--- config.mk ---
export PLATFORM = sky130hd
export DESIGN_NAME = pc_reg
export DESIGN_NICKNAME = d
export VERILOG_FILES = /design/src/rtl/pc_reg.sv
export SDC_FILE = /design/constraint.sdc
export NUM_CORES = 1
export LEC_CHECK = 0
export CAP_MARGIN = 20
export CORE_UTILIZATION = 39
export DETAILED_ROUTE_END_ITERATION = 12
export PLACE_DENSITY = 0.77
export RECOVER_POWER = 50
export SYNTH_ARGS = -nofsm -noshare
export SYNTH_HDL_FRONTEND = slang
export SYNTH_SLANG_ARGS = --single-unit
export TNS_END_PERCENT = 50
--- constraint.sdc ---
create_clock -name clk -period 1.95 [get_ports clk]
set_input_delay 0.39 -clock clk [delete_from_list [all_inputs] [get_ports clk]]
set_output_delay 0.39 -clock clk [all_outputs]
set_load 0.05 [all_outputs]
--- src/rtl/pc_reg.sv ---
// Program-counter register stage: latches the next PC from mx_pc, fetches from
// instruction memory over req/ack, and stops on halt or on an ack timeout.
// Optional fetch/jump performance counters are enabled by defining PC_PERF_CNT_EN.
module pc_reg #(
    parameter int unsigned      WIDTH       = 32,
    parameter logic [WIDTH-1:0] RESET_PC    = '0,
    parameter int unsigned      INC         = 1,
    parameter int unsigned      ACK_TIMEOUT = 16
) (
    input  logic             clk,
    input  logic             rst_n,
    input  logic [WIDTH-1:0] in_MXPC,
    input  logic             W_PC,
    input  logic             stall,
    input  logic             halt,
    input  logic             imem_ack,
    output logic             imem_req,
    output logic [WIDTH-1:0] imem_addr,
    output logic             ir_valid,
    output logic [WIDTH-1:0] pc,
    output logic [WIDTH-1:0] pc_plus1,
    output logic             halted,
    output logic             fault,
`ifdef PC_PERF_CNT_EN
    input  logic             jump,
    output logic [31:0]      fetch_cnt,
    output logic [31:0]      jump_cnt,
`endif
    output logic [2:0]       state_dbg
);

    typedef enum logic [2:0] {
        S_IDLE  = 3'd0,
        S_FETCH = 3'd1,
        S_EXEC  = 3'd2,
        S_HALT  = 3'd3,
        S_FAULT = 3'd4
    } state_t;

    localparam int unsigned CW = (ACK_TIMEOUT > 2) ? $clog2(ACK_TIMEOUT) : 1;
    localparam logic [CW-1:0] TMO_LAST = CW'(ACK_TIMEOUT - 1);

    state_t        state;
    logic [CW-1:0] tmo_cnt;

    assign imem_addr = pc;
    assign pc_plus1  = pc + WIDTH'(INC);
    assign state_dbg = state;

    // Handshake: imem_req stays high for every FETCH cycle with imem_addr stable;
    // the memory completes the transfer by raising imem_ack in any such cycle, and
    // the fetch counts as accepted at that rising edge. Acks outside FETCH are ignored.
    always_ff @(posedge clk) begin
        if (!rst_n) begin
            state    <= S_IDLE;
            pc       <= RESET_PC;
            imem_req <= 1'b0;
            ir_valid <= 1'b0;
            halted   <= 1'b0;
            fault    <= 1'b0;
            tmo_cnt  <= '0;
        end else begin
            ir_valid <= 1'b0;
            case (state)
                S_IDLE: begin
                    if (halt) begin
                        state  <= S_HALT;
                        halted <= 1'b1;
                    end else begin
                        state    <= S_FETCH;
                        imem_req <= 1'b1;
                        tmo_cnt  <= '0;
                    end
                end
                S_FETCH: begin
                    // An ack in the last allowed cycle still beats the timeout.
                    if (imem_ack) begin
                        state    <= S_EXEC;
                        ir_valid <= 1'b1;
                        imem_req <= 1'b0;
                        tmo_cnt  <= '0;
                    end else if (tmo_cnt == TMO_LAST) begin
                        state    <= S_FAULT;
                        fault    <= 1'b1;
                        imem_req <= 1'b0;
                        tmo_cnt  <= '0;
                    end else begin
                        tmo_cnt <= tmo_cnt + 1'b1;
                    end
                end
                S_EXEC: begin
                    if (halt) begin
                        state  <= S_HALT;
                        halted <= 1'b1;
                    end else if (W_PC && !stall) begin
                        pc       <= in_MXPC;
                        state    <= S_FETCH;
                        imem_req <= 1'b1;
                        tmo_cnt  <= '0;
                    end
                end
                S_HALT, S_FAULT: begin
                    imem_req <= 1'b0;
                end
                default: begin
                    state    <= S_IDLE;
                    imem_req <= 1'b0;
                end
            endcase
        end
    end

`ifdef PC_PERF_CNT_EN
    logic jump_take;
    assign jump_take = (state == S_EXEC) && !halt && W_PC && !stall && jump;

    // ir_valid is only ever high in EXEC, so both counters freeze once HALT/FAULT is reached.
    always_ff @(posedge clk) begin
        if (!rst_n) begin
            fetch_cnt <= '0;
            jump_cnt  <= '0;
        end else begin
            if (ir_valid && fetch_cnt != 32'hFFFF_FFFF) fetch_cnt <= fetch_cnt + 32'd1;
            if (jump_take && jump_cnt != 32'hFFFF_FFFF) jump_cnt <= jump_cnt + 32'd1;
        end
    end
`endif

endmodule
==> impl_metrics.ini <==
[sta]
fin_crit_sh_pct = 120
setup_ws_ps = -399
tightest_slew_ps = 610
fmax_mhz = 426
drv_slew = 0
fin_tns_setup_ps = -7870
hold_violations = 0
fin_skew_ps = 3.89
relSlewSlack_pct = 59.5
setup_viol = 28
rsz0062_at_grt = yes
post-route-min-period_ps = 2350

[floorplan]
die-area_um2 = 7010
placementRows = 29
initial_utilization_pct = 40.8
die_h_um = 83.7
die_width_um = 83.7
core-area_um2 = 6390
pin_count = 141

[critical_path]
r2r_end = imem_req
ff2ff_path_depth = 4
critical-path-top-delay-family = simple AND/OR/NAND/NOR gates
worstPathRequired_ps = 1560
critPathMostFrequentCell = buf_12
reg2reg_slack_ps = 320
critPathArrivalTime_ps = 1960
critical-path-slowest-cell = dfxtp_4
critPathMaxStageDelay_ps = 370
crit_chain = ha_4, and4_4, nand4_4, buf_12, nor4_4, xor2_4, buf_12
path_buf_inv = 2
crit_path_end_kind = primary output
worstReg2RegStart = state_dbg[0]
critPathLaunchType = flip-flop
path_class = flip-flop to primary output
cp_max_fo = 6

[yosys]
synth_cell_types = 38
seq_area_frac_synth_pct = 33.1
synth_async_sr_flop_share_pct = 0
syn_area_per_cell_um2 = 7.94
synth_flop_cell = dfxtp_1
synth_edf_count = 0
syn-cell-area_um2 = 2600
synth-seq-cells = 43
synthesis.instances = 328
yosysWarnings = 0
syn_nets = 368

[layout]
utilization_pct = 80.6
fillCellCount = 379
insertedDiodeCount = 0
final_common_cell = buf_4
final_nets = 526
drive_gt1_share_pct = 49.5
final_cell_mix = buf_4, nand2_1, clkdlybuf4s50_1
area_growth_pct = 97.7

[place]
dp_hpwl_um = 6770
gp_congestion = 0.784
port_buffers = 140

[clock_network]
cts_hold_buf = 0
clk_pin_slew_ps = 80
clockRootBuffer = clkbuf_8
clock_latency_ps = 300
cts_max_level = 2
cts_buffers = 5
cts_tree = yes
cts.path.max_buffers = 2
cts_sinks = 43

[detailed_routing]
num_vias = 2948
wire_per_inst_um = 16.1
firstDrtPassIters = 4
ant_nets = 0
first_iter_violations = 147
avgViaCountPerCell = 5.23
finalWirelength_um = 9110
drc = 0

[grt]
grt_start_max_net_pins = 33
grt_overflow_total = 0
grt_pass1_wl_um = 14100
antenna_found_initial = 0
grt_usage_pct = 25.2
grt_pass1_vias = 2860

[worst_hold_path]
hold_path_depth = 2
worstHoldEndpoint = tmo_cnt[3]
worstHoldStart = tmo_cnt[3]
worstHoldPathType = flip-flop to flip-flop

[outcome]
violations = negative setup slack
status = finished, violations left

[power]
ir_drop_mv = 0.477
p_leak_nw = 2.32
power.density_nw_per_um2 = 385

[flow_run]
drv_cap = 0
## Yosys cell counts, types with 2 or more instances
master     n  area share [%]
xor2_1    17             5.7
inv_1      9             1.3
buf_4     34             9.8
nor4_2    10             4.8
clkbuf_1   4            0.58
and2_1     4            0.96
and4_1     7             2.4
nand4_1    4            0.96
a211oi_1   3            0.86
xnor2_1   13             4.4
a21oi_1   37             7.1
nor2_1    15             2.2
nor3_1     9             1.7
dfxtp_1   43              33
buf_6      3             1.3
ha_1       2            0.96
buf_2      6             1.2
and3_1     2            0.48
nand2_1   78              11
nand3_1    9             1.7
nand4_4    2             1.6
## what timing repair did
item	4_1_cts	5_1_grt
pin swaps	10	5
gates resized for setup	24	10
setup buffers	2	3
setup endpoints to repair	33	28
## metal layers
metal / vias up / routed length [um] / GRT usage (%)
met4: 0 / 244 / 8.94
met5: - / 0 / 0
met2: 96 / 5050 / 47.1
met3: 22 / 473 / 5.84
li1: 1386 / - / -
met1: 1444 / 3340 / 27.5
## layout make-up
class                           instances  area [um2]  area share [%]
Clock inverter                          2        8.76           0.170
Inverter                                9        33.8           0.656
Multi-Input combinational cell        228        1930            37.4
Timing Repair Buffer                  199        2050            39.8
Clock buffer                            6        93.8            1.82
Tap cell                               77        96.3            1.87
Sequential cell                        43         943            18.3
## stage by stage
step | area (um2) | hold WS (ps) | total power, mW | setup slack [ps] | instances
6_report | 5150 | 496 | 1.98 | -399 | 564
5_1_grt | 5150 | 517 | 2.06 | -496 | 564
4_1_cts | 5100 | 489 | 2.00 | -429 | 561
3_5_place_dp | 4880 | 465 | 1.36 | -95.7 | 551
3_3_place_gp | 4880 | 459 | 1.35 | -53.7 | 551
2_1_floorplan | 3110 | 459 | 1.16 | -277 | 328
## how the worst max path moves through the flow
| stage | cells after the start | end | slack, ps | startpoint |
|---|---|---|---|---|
| global placement | 7 | pc_plus1[16] | -50 | imem_addr[0] |
| detailed placement | 7 | pc_plus1[16] | -100 | imem_addr[0] |
| finish | 7 | pc_plus1[22] | -400 | imem_addr[0] |
| CTS | 7 | pc_plus1[22] | -430 | imem_addr[0] |
| global route | 8 | pc_plus1[23] | -500 | imem_addr[0] |
| floorplan | 5 | pc_plus1[24] | -280 | imem_addr[14] |
## flip-flops by register name, indices dropped and copies added (netlist names)
register / count
fault: 1
imem_req: 1
halted: 1
imem_addr: 32
tmo_cnt: 4
ir_valid: 1
state_dbg: 3
## power by group
group	switching, mW	leakage [nW]	internal, mW
Combinational	0.246	1.90	0.194
Clock	0.316	0.0538	0.323
Sequential	0.0279	0.369	0.877
## worst register-to-register path, cell delays in order, from the launching register on
cell and delay [ps]:
dfxtp_1 580, nor4b_2 320, and2_1 280, a211oi_1 90, o221a_1 260
## kinds of logic (layout without fill, tap and decap cells)
logic type | Yosys count | in the layout | share of synthesized area (%)
AO/OA/AOI/OAI | 47 | 47 | 10.1
buffers and inverters | 57 | 216 | 14.3
XOR/XNOR | 30 | 30 | 10.1
flip-flops | 43 | 43 | 33.1
AND/OR/NAND/NOR | 149 | 149 | 31.5
adder cells (fa/ha/maj) | 2 | 2 | 0.961
No activity file was read; power rests on OpenSTA's default activity.
